**src/rtl/qpi_mem_arbiter.sv**
```systemverilog
// Two-port arbiter sharing one QPI memory port; one grant per do_read/do_write burst,
// round-robin between ports, grant held until the requester drops and memory goes idle.
module qpi_mem_arbiter #(
    parameter int AW = 25,
    parameter int DW = 32
) (
    input  logic          clk,
    input  logic          rst_n,
    input  logic          p0_do_read,
    input  logic          p0_do_write,
    input  logic [AW-1:0] p0_addr,
    input  logic [DW-1:0] p0_wdata,
    output logic [DW-1:0] p0_rdata,
    output logic          p0_next_word,
    output logic          p0_is_idle,
    input  logic          p1_do_read,
    input  logic          p1_do_write,
    input  logic [AW-1:0] p1_addr,
    input  logic [DW-1:0] p1_wdata,
    output logic [DW-1:0] p1_rdata,
    output logic          p1_next_word,
    output logic          p1_is_idle,
    output logic          m_do_read,
    output logic          m_do_write,
    output logic [AW-1:0] m_addr,
    output logic [DW-1:0] m_wdata,
    input  logic [DW-1:0] m_rdata,
    input  logic          m_next_word,
    input  logic          m_is_idle
);

    typedef enum logic [1:0] {
        ST_IDLE  = 2'd0,
        ST_BUSY  = 2'd1,
        ST_DRAIN = 2'd2
    } state_t;

    state_t state;
    logic   gnt;
    logic   prio;

    logic req0;
    logic req1;
    logic gnt_req;
    logic winner;
    logic busy;
    logic active;

    assign req0    = p0_do_read | p0_do_write;
    assign req1    = p1_do_read | p1_do_write;
    assign gnt_req = gnt ? req1 : req0;
    assign winner  = (req0 & req1) ? prio : req1;
    assign busy    = (state == ST_BUSY);
    assign active  = (state == ST_BUSY) || (state == ST_DRAIN);

    always_ff @(posedge clk or negedge rst_n) begin
        if (!rst_n) begin
            state <= ST_IDLE;
            gnt   <= 1'b0;
            prio  <= 1'b0;
        end else begin
            case (state)
                ST_IDLE: begin
                    if (req0 | req1) begin
                        gnt   <= winner;
                        state <= ST_BUSY;
                    end
                end
                ST_BUSY: begin
                    if (!gnt_req)
                        state <= ST_DRAIN;
                end
                ST_DRAIN: begin
                    // Hand priority to the other port only once the adapter has finished
                    if (m_is_idle) begin
                        state <= ST_IDLE;
                        prio  <= ~gnt;
                    end
                end
                default: state <= ST_IDLE;
            endcase
        end
    end

    // Request strobes are gated combinationally so a dropped request leaves the adapter at once
    assign m_do_read  = busy & (gnt ? p1_do_read  : p0_do_read);
    assign m_do_write = busy & (gnt ? p1_do_write : p0_do_write);
    assign m_addr     = active ? (gnt ? p1_addr  : p0_addr)  : '0;
    assign m_wdata    = active ? (gnt ? p1_wdata : p0_wdata) : '0;

    assign p0_rdata     = m_rdata;
    assign p1_rdata     = m_rdata;
    assign p0_next_word = active & ~gnt & m_next_word;
    assign p1_next_word = active &  gnt & m_next_word;

    assign p0_is_idle = ~req0 & ~((state != ST_IDLE) & ~gnt);
    assign p1_is_idle = ~req1 & ~((state != ST_IDLE) &  gnt);

endmodule

```
**config.mk**
```make
export PLATFORM = sky130hd
export DESIGN_NAME = qpi_mem_arbiter
export DESIGN_NICKNAME = d
export VERILOG_FILES = /design/src/rtl/qpi_mem_arbiter.sv
export SDC_FILE = /design/constraint.sdc
export NUM_CORES = 1
export LEC_CHECK = 0
export ABC_AREA = 1
export BUFFER_PORTS_ARGS = -buffer_cell sky130_fd_sc_hd__clkbuf_2
export CORE_AREA = 2 2 109 111
export CTS_BUF_LIST = sky130_fd_sc_hd__clkbuf_8
export DETAILED_ROUTE_END_ITERATION = 16
export DIE_AREA = 0 0 111 113
export PLACE_DENSITY = 0.52
export SYNTH_ARGS = -nofsm -noshare
export SYNTH_HDL_FRONTEND = slang
export SYNTH_SLANG_ARGS = --single-unit
```
**constraint.sdc**
```tcl
create_clock -name clk -period 1.7 [get_ports clk]
set_clock_uncertainty 0.15 [all_clocks]
set_input_delay 0.255 -clock clk [delete_from_list [all_inputs] [get_ports clk]]
set_output_delay 0.255 -clock clk [all_outputs]
set_load 0.005 [all_outputs]
```
### Yosys cells after proc, flatten, opt, wreduce, memory -nomap -nowiden

Index checks and enable logic that the tools add are counted.

| operators by class | value |
|---|---|
| reductions and logical operators | 6 |
| bitwise gates (word level) | 19 |
| equality and inequality tests | 5 |
| multiplexer cells | 12 |

Operator list:

| operator | number |
|---|---|
| 2-to-1 mux 32 bit | 2 |
| 2-to-1 mux 25 bit | 2 |
| bitwise AND 1 bit | 11 |
| 2-to-1 mux 2 bit | 3 |
| inequality test 2 bit, second input constant | 3 |
| case mux 2 bit (3 select lines) | 1 |
| NOT 1 bit | 5 |
| 2-to-1 mux 1 bit | 4 |
| AND reduction 2 bit | 2 |
| OR 1 bit | 3 |
| AND reduction 3 bit | 1 |
| == test 2 x 1 -> 1 bit, second input constant | 1 |
| == test 2 bit, second input constant | 1 |
| logical NOT 2 bit | 1 |
| nonzero test 2 bit | 1 |
| logical OR 1 bit | 1 |

| word-level totals | value |
|---|---|
| logic and storage cells | 45 |
| bits of input ports | 154 |
| register bits | 4 |
| output and inout port bits | 127 |

### Logic depth before layout (Yosys ltp)

Gate-level depths: netlist of run 1.

| logic depth | value |
|---|---|
| word-level depth | 4 |
| gate-level depth with buffers | 8 |
| depth with buffers taken out | 8 |

### Least setup slack after synthesis of run 1

Ideal clock, no wire load.

| timing path | value |
|---|---|
| path type | register -> output |
| start | register state[0] |
| end | output m_addr[17] |
| slack | 0.088 ns |
| arrival | 1.207 ns |
| cell stages (with the launch flop) | 8 |
| data required time | 1.295 ns |
| path through | dfrtp_1 > inv_1 > ha_1 > buf_4 > buf_6 > buf_6 > nand3_1 > nand2_1 |

| on the way | value |
|---|---|
| word-level cells in the longest chain between the ends | 3 |
| elaborated cells between the ends (all ways) | 4 |
| classes of those cells | eq/ne (2); mux (1); reduce/logical (1) |

Ends and longest elaborated chain:

| what | line | text |
|---|---|---|
| start: declaration | 38 | `state_t state;` |
| start signal: assignment | 58 | `state <= ST_IDLE;` |
| start signal: assignment | 66 | `state <= ST_BUSY;` |
| start signal: assignment | 71 | `state <= ST_DRAIN;` |
| == test 2 x 1 -> 1 bit / == test 2 bit (equally long branches) | 54 | `assign active = (state == ST_BUSY) \|\| (state == ST_DRAIN);` |
| logical OR 1 bit * | 54 |  |
| 2-to-1 mux 25 bit * | 88 | `assign m_addr = active ? (gnt ? p1_addr : p0_addr) : '0;` |
| end: declaration | 25 | `output logic [AW-1:0] m_addr,` |

Every way passes the cells marked *; elsewhere a longest branch is shown, timed or not.

### Worst setup path in the final report of run 1

| timing path | value |
|---|---|
| start | register state[1] |
| end | output m_addr[7] |

The elaborated chain is that of the path after synthesis.

==> results.txt, run 1 <==
* Outcome: finished with violations
* Violations in the final reports: negative setup slack
- The post-route netlist has 52.00% of its cells at a drive strength greater than 1.
* Number of global-route vias before repair: 2,150
- Leak: 1.606 nW
- Counting every sink on the clock net gives 4.
- R2R Setup Slk: around 0.21 ns
* Worst Min Path Start: m_is_idle
- Headroom to the max-slew limit came out at 78.90%.
- In this run, flip-flops and latches consume 3.5% of the power.
- Worst r2r dst: state[1]
* Max-slew violation total from the final report: 0
- Number of DRC violations after detailed-routing iteration 0: 99
* Y dimension of the die: 113 um
- Combinational logic is responsible for between 90% and 100% of the overall power.
- Wires add up to 7.223 mm.
- H-tree depth: 1
- TritonCTS clock tree: done
* Number of cells traversed by the worst register-to-register path: 9
- CP delay by family, top: buffers and inverters
- Maximum vdd drop: roughly 0.00071 V
- Chip Width: 111 um
- Number of filler instances in the final layout: roughly 1,300
* Actual transition at the worst max-transition pin: between 0.3 and 0.4 ns
- Number of distinct library cells after synthesis: 18
- For this configuration, the core starts out at a cell density of ~16%.
* Type of element capturing the critical path: output port
- Summing every instance area after synthesis gives 0.001758 sq mm.
* Net load switching power: about 0.0026 W
- Estimated wirelength of the detail-placed design: 5.157 mm
* Overall routing resource usage: between 9 and 10%
* Number of instances on the worst hold path: 2
- At the end of routability-driven placement, the weighted congestion stood at 0.8009.
* Crit-path slowest cell: sky130_fd_sc_hd__dfrtp_1
- Leaving out fill and tap cells, the most frequent cells in the layout are sky130_fd_sc_hd__clkbuf_2 (175), sky130_fd_sc_hd__nand3_1 (112), sky130_fd_sc_hd__nand2_1 (67).
- 0 antenna diodes ended up in the layout.
- For this run, design rule violations remaining after detail routing come to 0.
- Via-per-instance ratio: 4.255
* Largest net degree at the start of global routing: 51
* Internal power summed over all cells: 0.002583 W
- In the post-route analysis, the smallest setup slack over all paths is -0.2576 ns.
- RSZ-0062 raised after global routing: true
- In this run switching power makes up around half of total power.
- STA puts the critical path data arrival time at 1.55 ns.
- STA classifies the critical path startpoint as a register.
- # nets final: 583
* Most common cell after layout, fill and taps aside: sky130_fd_sc_hd__clkbuf_2
* Worst hold endpoint: prio
- Setup violations remaining at the end of the flow were counted as 59.
- Synthesis-to-layout area growth: 48.47%
- Counting every net in the synthesized netlist gives 465.
- The worst hold path belongs to the class input pin to register.
- Cell breakdown of the critical path: inv_2 > ha_4 > buf_12 > clkbuf_16 > nand3_2 > nand2_1 > clkbuf_2
* Length of the first detailed-routing pass in iterations: 4
- For this run, the slowest stage of the critical path takes 0.36 ns.
- The smallest clock period supported by the final layout is computed as 1.958 ns.
- Startpoint of the worst register-to-register path: state[1]
- Along the worst path, the maximum fanout reaches 7.
- After synthesis, the cell types taking the most area are sky130_fd_sc_hd__nand3_1 (33%), sky130_fd_sc_hd__buf_4 (29%), sky130_fd_sc_hd__nand2_1 (14%), sky130_fd_sc_hd__dfrtp_1 (5.7%), sky130_fd_sc_hd__buf_2 (4.8%).
- Synth top area share: 33.31%
* Total power of the final layout: 0.005232 W
* Total of flip-flops plus latches after synthesis: 4
* Hold Worst Slack: 0.1240 ns
- Die Outline Area: ~0.013 sq mm
- Final clock period utilization by the worst path: 115.2%
- Max-capacitance violation count: 0
* Share of power burned in the clock network: 4.0%
* Number of endpoints with negative hold slack in the final report: 0
- The detail route stage leaves a number of antenna-violating nets equal to 0.
- The setup path with the least slack is of type register to output port.
- The Yosys step of the flow raised 0 warnings.
- The cell sitting at the root of the clock tree is a sky130_fd_sc_hd__clkbuf_8.
- Area of the placeable core: 0.01127 sq mm
* Number of antenna violations at the first check in global routing: 0
* Post-synthesis area per instance: 5.708 sq um
- The floorplan has 39 rows.
* Ports: approximately 280
- Cell Pwr Density: 2004 mW/mm^2
* Total overflow reported by the global router: 0
* Max Freq: around 500 MHz
- Worst path bufs/invs: 4
* Clk Latency, worst-skew pair: 0.22 ns
* WL per Instance: ~13 um
* Via count of the routed design: between 2,000 and 2,500
- The cell count after synthesis came out at 308.
- After clock tree synthesis, the clock-pin slew on the worst setup and hold paths is 0.03 ns.
- Req. time, crit path: 1.29 ns
- Summing the sequential cell areas from Yosys gives 5.694% of the chip area.
- Input and output buffers added on the ports amount to 184.
* TritonCTS buffer count: 3
- Clock Tree Buf Depth: 2
- First-pass GRT wire length: slightly above 10 mm
- Cell accounting for the most synthesized area: sky130_fd_sc_hd__nand3_1
-- layer usage --
| layer | track usage, % | up-vias | wire length [um] |
|---|---|---|---|
| met1 | 11.66 | 1092 | 2932 |
| li1 | - | 1193 | - |
| met3 | 2.196 | 16 | 543 |
| met4 | 2.250 | 0 | 131 |
| met5 | 0 | - | 0 |
| met2 | 18.53 | 116 | 3616 |
-- how the worst max path moves through the flow --
stage                  start    endpoint  slack, ns  cells after the start
CTS                 state[1]   m_addr[3]      -0.24                      6
detailed placement  state[1]  m_wdata[6]      -0.02                      6
finish              state[1]   m_addr[7]      -0.26                      7
global route        state[0]  m_addr[19]      -0.33                      7
floorplan           state[0]  m_addr[17]       0.09                      7
global placement    state[0]  m_wdata[6]      -0.01                      6
-- worst reg2reg max path: cells and delay by family (launching register included) --
| kind | cells | cell delay, ns |
|---|---|---|
| simple gates | 5 | 0.29 |
| fa+ha+maj | 1 | 0.21 |
| flops | 1 | 0.39 |
| buf+inv | 3 | 0.34 |
-- kinds of logic (layout without fill, tap and decap cells) --
logic type | count (synthesis) | in the layout | share of synthesized area [%]
fa+ha+maj | 3 | 3 | 2.135
compound gates | 9 | 9 | 2.847
simple gates | 194 | 194 | 50.53
buf+inv | 98 | 215 | 38.79
flops | 4 | 4 | 5.694
-- power by group through the flow --
stage,Combinational (W),Sequential (W),Clock [W]
after CTS,0.00441,0.000183,0.000215
final,0.00484,0.000185,0.000207
after detailed placement,0.00389,0.000176,0
after floorplan,0.00262,0.000167,0
after global placement,0.00383,0.000174,0
after global routing,0.00531,0.000194,0.000222
-- layout make-up --
type | count | area [sq um] | area share [%]
clock buffer | 3 | 41.29 | 1.582
clock inverter | 1 | 3.754 | 0.1438
inverter | 8 | 30.03 | 1.151
multi-input combinational | 206 | 1026 | 39.31
sequential | 4 | 101.3 | 3.883
tap | 143 | 178.9 | 6.855
timing repair buffer | 203 | 1229 | 47.08
-- synth_stat cells --
cell type / count
sky130_fd_sc_hd__o22ai_1: 1
sky130_fd_sc_hd__nand3_2: 1
sky130_fd_sc_hd__dfrtp_1: 4
sky130_fd_sc_hd__ha_1: 3
sky130_fd_sc_hd__nand2_2: 1
sky130_fd_sc_hd__buf_6: 5
sky130_fd_sc_hd__inv_1: 6
sky130_fd_sc_hd__a31oi_1: 1
sky130_fd_sc_hd__nand2_1: 67
sky130_fd_sc_hd__inv_2: 2
sky130_fd_sc_hd__nor2_2: 2
sky130_fd_sc_hd__buf_4: 68
sky130_fd_sc_hd__nor2_1: 6
sky130_fd_sc_hd__a21oi_1: 3
sky130_fd_sc_hd__o21a_1: 1
sky130_fd_sc_hd__nand3_1: 117
sky130_fd_sc_hd__buf_2: 17
sky130_fd_sc_hd__o21ai_0: 3
-- registers in the layout, summed over array words and instances, names as in the netlist --
signal / flops
state: 2
gnt: 1
prio: 1
-- per-stage QoR --
step | cells | TNS [ns] | area (sq um) | setup WS, ns | utilization [%]
final | 568 | -11.85 | 2610 | -0.2576 | 23.15
after global routing | 568 | -16.59 | 2610 | -0.3307 | 23.15
after CTS | 562 | -11.60 | 2481 | -0.2419 | 22.01
after detailed placement | 554 | -0.02242 | 2337 | -0.02242 | 20.73
after global placement | 554 | -0.01451 | 2337 | -0.01451 | 20.73
after floorplan | 308 | 0 | 1758 | 0.08785 | -
-- repair_timing --
item / 4_1_cts / 5_1_grt
hold endpoints to repair: 4 / 0
gates resized for setup: 7 / 15
buffers inserted: 1 / 3
pin swaps: 0 / 9
setup endpoints to repair: 61 / 61
hold buffers: 1 / 0
cloned: 2 / 3
Note: power is estimated with default switching activity, not from simulation.
==> inputs of run 2 (changes only) <==
--- a/config.mk
+++ b/config.mk
@@ -11,7 +11,7 @@
 export CTS_BUF_LIST = sky130_fd_sc_hd__clkbuf_8
 export DETAILED_ROUTE_END_ITERATION = 16
 export DIE_AREA = 0 0 111 113
-export PLACE_DENSITY = 0.52
+export PLACE_DENSITY = 0.61
 export SYNTH_ARGS = -nofsm -noshare
 export SYNTH_HDL_FRONTEND = slang
 export SYNTH_SLANG_ARGS = --single-unit
==> run 2 against run 1 <==
  * The run still ends with negative setup slack left
  * Cell area is 0.48% lower
  * Sequential cell count stayed put
  * Via count is 1.5% lower
  * Global-route usage is 0.22 points lower
  * Cell count is 0.70% higher
  * Power hardly changed
  * Critical path type unchanged
==> results.txt, run 2 (synthesized netlist as in run 1, its figures left out) <==
- The power per standard cell area came to 2013 mW/mm^2 (+0.40%).
* TritonCTS buffer count: 3 (unchanged)
- Standard cell area after detailed placement: 0.002352 sq mm (+0.64%)
* Data arrival time of the critical path: 1.52 ns (-0.03 ns)
* Input/output buffers: 184 (unchanged)
- The post-route cell area was 0.002597 sq mm (-0.48%).
- The detail-routed via count per cell is 4.163 (-2.2%).
- Clock Tree Buf Depth: 2 (unchanged)
* Fraction of power consumed by sequential logic: 3.5% (about the same)
- The number of H-tree levels was 1 (unchanged).
- The switching power share of the total came to 49.58% (-1.1 points).
- The static leakage came to 1.614 nW (+0.48%).
- First-pass GRT wire length: 10.18 mm (-1.4%)
* Internal power summed over all cells: 0.002636 W (+2.1%)
- The number of design rule violations left after detail routing came to 0 (unchanged).
- Top library cells by usage in the layout, fill and taps aside: sky130_fd_sc_hd__clkbuf_2 (178), sky130_fd_sc_hd__nand3_1 (115), sky130_fd_sc_hd__nand2_1 (67)
- Die Outline Area: 0.01254 sq mm (unchanged)
* Biggest regs: state (2), gnt (1), prio (1)
- The chip width was 111 um (unchanged).
* Worst path bufs/invs: 4 (unchanged)
- Area of the placeable core: 0.01127 sq mm (unchanged)
- Crit path largest cell delay: 0.35 ns (about the same)
- The half-perimeter wire length of the detailed placement result is 5.044 mm (-2.2%).
- Setup repair after global routing could not meet its margin everywhere.
- The clock group share of total power was 4.2% (+0.2 points).
* Number of cells in the design after placement: 556 (+0.36%)
- The worst IR drop on VDD was 0.001164 V (+64%).
- Most common cell after layout, fill and taps aside: sky130_fd_sc_hd__clkbuf_2
- Final critical-path required period: 1.929 ns (-0.02860 ns)
- Max-slew violation total from the final report: 0 (unchanged)
* Type of element capturing the critical path: output port
- The path class of the tightest hold or removal check is input pin to register.
- Summed negative setup slack over all endpoints: -11.66 ns (+0.1893 ns)
- Clk Latency, worst-skew pair: 0.23 ns (about the same)
- Top reg by flops: state
* Largest net degree at the start of global routing: 54 (+5.9%)
- Req. time, crit path: 1.29 ns (about the same)
* Number of routed nets with antenna violations: 0 (unchanged)
- The flip-flop count of the largest register after layout is 2 (unchanged).
- The total overflow reported by the global router came to 0 (unchanged).
* Synthesis-to-layout area growth: 47.76%
- The last weighted congestion value of the routability-driven placer is 0.7633 (-4.7%).
- CP delay by family, top: buffers and inverters
- The final wirelength is 6.792 mm (-6.0%).
- The number of cells in the finished layout apart from fillers was 572 (+0.70%).
- The share of the cycle needed by the critical path after routing came to 113.5% (-1.7 points).
* Overall routing resource usage: 9.732% (-0.22 points)
- Number of diodes: 0 (unchanged)
- Number of DRC violations after detailed-routing iteration 0: 153 (+55%)
- Number of antenna violations at the first check in global routing: 0 (unchanged)
* Ports: 281 (unchanged)
- The worst setup slack after placement came to -0.002257 ns (+0.02016 ns).
- WS Path Type: register to output port
- The final reports fail on negative setup slack.
- Max Freq: 518.4 MHz (+1.5%)
- Via count of the routed design: 2,381 (-1.5%)
- The sink count of the clock tree is 4 (unchanged).
- Outcome: finished with violations
- Crit-path slowest cell: sky130_fd_sc_hd__dfrtp_1
- WL per Instance: 11.87 um (-6.6%)
* Nature of the critical path startpoint: register
- Crit Path Max Fanout: 7 (unchanged)
- TritonCTS built the clock tree.
* Max-capacitance violation count: 0 (unchanged)
* Standard-cell rows: 39 (unchanged)
* Clk pin slew, worst setup/hold paths: 0.04 ns (about the same)
* Root buf cell: sky130_fd_sc_hd__clkbuf_8
- Length of the first detailed-routing pass in iterations: 5 (+1)
- The relative slew slack is 83.27% (+4.4 points).
- The total count of hold-check failures in the final report is 0 (unchanged).
- The via count of the first global-routing pass is 2,053 (-4.5%).
- The minimum setup slack in the final design came to -0.2290 ns (+0.02860 ns).
- Total setup violations reported at the end of the flow: 61 (+3.4%)
* Net load switching power: 0.002592 W (-2.2%)
- # nets final: 587 (+0.69%)
- The transition at the pin with the smallest max-transition slack was 0.2510 ns (-0.06557 ns).
* Effective utilization at floorplan: 15.60% (unchanged)
* Share of final-layout standard cells stronger than drive strength 1: 51.52% (-0.48 points)
- Y dimension of the die: 113 um (unchanged)
- Combinational cell fraction of total power: 92.3% (-0.2 points)
* Cell breakdown of the critical path: inv_2 > ha_4 > buf_12 > clkbuf_16 > nand3_1 > nand2_1 > clkbuf_2
run 2: power groups by stage:
stage               Clock [W]  Sequential (W)  Combinational [W]
finish               0.000217        0.000184            0.00483
global route         0.000230        0.000190            0.00537
CTS                  0.000219        0.000184            0.00473
detailed placement          0        0.000179            0.00395
global placement            0        0.000180            0.00395
floorplan                   0        0.000167            0.00262
run 2: worst reg2reg max path: cells and delay by family (launching register included):
| kind | cells | cell delay [ns] |
|---|---|---|
| AND/OR/NAND/NOR | 4 | 0.27 |
| adder cells (fa/ha/maj) | 1 | 0.25 |
| buffers and inverters | 2 | 0.25 |
| flip-flops | 1 | 0.38 |
run 2: repair_timing:
item | 4_1_cts | 5_1_grt
gates cloned | 3 | 2
hold buffers | 1 | 0
endpoints found under the hold margin | 4 | 0
gates resized for setup | 10 | 8
setup endpoints to repair | 60 | 62
buffers inserted | 4 | 3
pin swaps | 2 | 4
run 2: path summary, 6_finish.rpt:
check	startpoint	to	slack, ns	depth (start not counted)
setup / recovery	state[0]	m_wdata[0]	-0.23	7
max in group asynchronous	rst_n	gnt	1.04	2
min in group asynchronous	rst_n	gnt	0.22	2
setup reg to reg	state[0]	state[1]	0.27	7
hold reg to reg	prio	prio	0.42	2
hold / removal	m_is_idle	prio	0.12	2
run 2: final cells by class:
type,count,area [sq um]
inverter,8,30.03
multi-input combinational,206,998.5
clock buffer,3,41.29
sequential,4,101.3
clock inverter,1,3.754
tap,143,178.9
fill,1294,8675
timing repair buffer,207,1244
run 2: metal layers:
metal / track usage, % / up-vias / share of wire [%]
met2: 17.42 / 138 / 49
li1: - / 1201 / -
met3: 2.089 / 26 / 9.3
met5: 0 / - / 0
met4: 3.250 / 0 / 2.9
met1: 11.59 / 1016 / 39
run 2: per-stage QoR:
step           utilization (%)  hold WS [ns]  total power [W]
4_1_cts                  22.66        0.1144         0.005131
3_5_place_dp             20.87      -0.07651         0.004125
2_1_floorplan                -       -0.1906         0.002790
5_1_grt                  23.04        0.1210         0.005789
3_3_place_gp             20.87      -0.07701         0.004126
6_report                 23.04        0.1182         0.005228
==> inputs of run 3 (changes only) <==
--- a/config.mk
+++ b/config.mk
@@ -12,6 +12,7 @@
 export DETAILED_ROUTE_END_ITERATION = 16
 export DIE_AREA = 0 0 111 113
 export PLACE_DENSITY = 0.61
+export RECOVER_POWER = 100
 export SYNTH_ARGS = -nofsm -noshare
 export SYNTH_HDL_FRONTEND = slang
 export SYNTH_SLANG_ARGS = --single-unit
==> run 3 against run 2 <==
  * The flow still finishes with violations (negative setup slack)
  * Maximum frequency about the same
  * Count of clock-buffer cells in the layout is the same
  * Hold slack about the same
  * Largest cell class unchanged
==> results.txt, run 3 (synthesized netlist as in run 1, its figures left out) <==
- The critical path in this run is classified as register to output port.
- Leaving out fill and tap cells, the most frequent cell in the layout is sky130_fd_sc_hd__clkbuf_2.
- The starting density of the core came to 15.60% (unchanged).
- The worst setup path is captured at an output port.
- RSZ-0062 raised after global routing: true
* Outcome: finished with violations
* Actual transition at the worst max-transition pin: 0.2508 ns (-0.0002161 ns)
- The number of cells in the finished layout apart from fillers is 572 (unchanged).
* Final weighted congestion of routability-driven global placement: 0.7633 (unchanged)
- Input/output buffers: 184 (unchanged)
- The register clock-pin slew on the reported worst setup and hold paths came to 0.04 ns (about the same).
- Via-per-instance ratio: 4.150 (-0.29%)
* Cell Pwr Density: 2012 mW/mm^2 (about the same)
- The first-pass GRT wire length was 10.18 mm (unchanged).
* Biggest regs: state (2), gnt (1), prio (1)
- The minimum setup slack in the final design was -0.2294 ns (-0.0004530 ns).
- Estimated wirelength of the detail-placed design: 5.044 mm (unchanged)
* Post-route standard cell area excluding fillers: 0.002596 sq mm (about the same)
- The number of diodes added for antenna fixing was 0 (unchanged).
- The total overflow reported by the global router was 0 (unchanged).
- Leak: 1.611 nW (-0.18%)
- In this run the worst hold path is classified as input pin to register.
- The total count of hold-check failures in the final report is 0 (unchanged).
- Die Outline Area: 0.01254 sq mm (unchanged)
* TritonCTS clock tree: done
* Final clock period utilization by the worst path: 113.5% (about the same)
* Via count of the routed design: 2,374 (-0.29%)
* R2R Setup Slk: 0.29 ns (+0.02 ns)
* Final routed wirelength across all metal layers: 6.794 mm (about the same)
- The number of antenna violations at the first check in global routing is 0 (unchanged).
- More flip-flops sit in one register than any other, and that register is state.
- Req. time, crit path: 1.29 ns (about the same)
- Violations in the final reports: negative setup slack
- The number of iterations in the first detailed-routing pass was 5 (unchanged).
- The via count of the first global-routing pass came to 2,053 (unchanged).
- Ports: 281 (unchanged)
- Synthesis-to-layout area growth: 47.69% (about the same)
* Rel. slew slack: 83.28% (about the same)
- The time the worst path needs with I/O delays and setup came to 1.929 ns (+0.0004530 ns).
* Number of cells traversed by the worst register-to-register path: 7 (unchanged)
* Crit Path Max Fanout: 7 (unchanged)
* Max Freq: 518.3 MHz (about the same)
* Final core utilization: 23.03% (about the same)
- The total placed instance area was 0.002352 sq mm (unchanged).
* Root buf cell: sky130_fd_sc_hd__clkbuf_8
- Total setup violations reported at the end of the flow: 61 (unchanged)
* Y dimension of the die: 113 um (unchanged)
- Number of routed nets with antenna violations: 0 (unchanged)
* # nets final: 587 (unchanged)
- The depth of the worst hold-timing path is 2 (unchanged).
* CTS sink count: 4 (unchanged)
- The number of placement rows came to 39 (unchanged).
- The core footprint was 0.01127 sq mm (unchanged).
- The worst setup path is launched from a register.
* Overall routing resource usage: 9.732% (unchanged)
- The initial DRC count is 161 (+5.2%).
- Maximum vdd drop: 0.001161 V (-0.31%)
* WL per Instance: 11.88 um (about the same)
- The ratio of cells with drive above 1 in the final layout was 51.28% (-0.23 points).
- The max-capacitance violation count came to 0 (unchanged).
* Drt drc: 0 (unchanged)
- The largest net degree at the start of global routing was 54 (unchanged).
- The flip-flop count of the largest register after layout is 2 (unchanged).
- The insertion delay of the later-clocked pin in the worst-skew pair was 0.23 ns (about the same).
- H-tree depth: 1 (unchanged)
* Clock Tree Buf Depth: 2 (unchanged)
* Data arrival time of the critical path: 1.52 ns (about the same)
- TritonCTS buffer count: 3 (unchanged)
- The library cells used most frequently in the layout, excluding fill and tap cells, are sky130_fd_sc_hd__clkbuf_2 (177), sky130_fd_sc_hd__nand3_1 (115), sky130_fd_sc_hd__nand2_1 (67).
- The count of placed standard cells including taps was 556 (unchanged).
* Chip Width: 111 um (unchanged)
- The number of pins with negative max-slew slack in the final report came to 0 (unchanged).
==> run 3: changes by cell type in the layout (fill, tap and decap cells not counted) <==
cell	previous run	this run
sky130_fd_sc_hd__clkbuf_2	178	177
sky130_fd_sc_hd__clkbuf_1	0	1
==> run 3: final timing paths <==
kind                            from          to
min                        m_is_idle        prio
max                         state[0]  m_wdata[0]
max in group asynchronous      rst_n         gnt
max reg2reg                 state[0]    state[1]
min reg2reg                     prio        prio
min in group asynchronous      rst_n    state[0]
==> run 3: per-stage QoR <==
stage	total power [W]	worst slack, ns	TNS (ns)	hold WS [ns]
after floorplan	0.002790	0.08785	0	-0.1906
after global placement	0.004126	0.01834	0	-0.07701
after detailed placement	0.004125	-0.002257	-0.002257	-0.07651
after CTS	0.005131	-0.2285	-11.81	0.1144
after global routing	0.005789	-0.3107	-16.68	0.1210
final	0.005223	-0.2294	-11.63	0.1183
==> run 3: timing repair <==
action                                 CTS  global route
pin swaps                                2             4
cloned                                   3             2
endpoints found under the hold margin    4             0
buffers inserted                         4             3
hold buffers                             1             0
resized for setup                       10             8
setup endpoints to repair               60            62
==> run 3: cell type report <==
type                    instances  area (sq um)
repair buffers                207          1242
inverters                       8         30.03
fillers                      1295          8676
well taps                     143         178.9
multi-input cells             206         998.5
flip-flops and latches          4         101.3
clock inverters                 1         3.754
clock buffers                   3         41.29
==> run 3: metal layers <==
layer	share of wire, %	vias to the layer above	global-route usage (%)	wire length (um)
met5	0	-	0	0
met4	2.9	0	3.250	198
met3	9.5	26	2.089	646
met2	49	140	17.42	3300
met1	39	1007	11.59	2649
li1	-	1201	-	-
==> run 3: worst max-delay path, cell delays in order (launching register included) <==
cell and delay [ns]:
sky130_fd_sc_hd__dfrtp_1 0.35, sky130_fd_sc_hd__inv_2 0.06, sky130_fd_sc_hd__ha_4 0.35, sky130_fd_sc_hd__buf_12 0.14
sky130_fd_sc_hd__clkbuf_16 0.14, sky130_fd_sc_hd__nand3_1 0.07, sky130_fd_sc_hd__nand2_1 0.08, sky130_fd_sc_hd__clkbuf_2 0.10
==> run 3: report_power, final <==
group	internal [W]	leakage (nW)	switching [W]	total [W]
sequential	0.000145	0.0469	0.0000390	0.000184
clock	0.000155	0.0269	0.0000622	0.000217
combinational	0.00233	1.54	0.00249	0.00482
total	0.00264	1.61	0.00259	0.00522
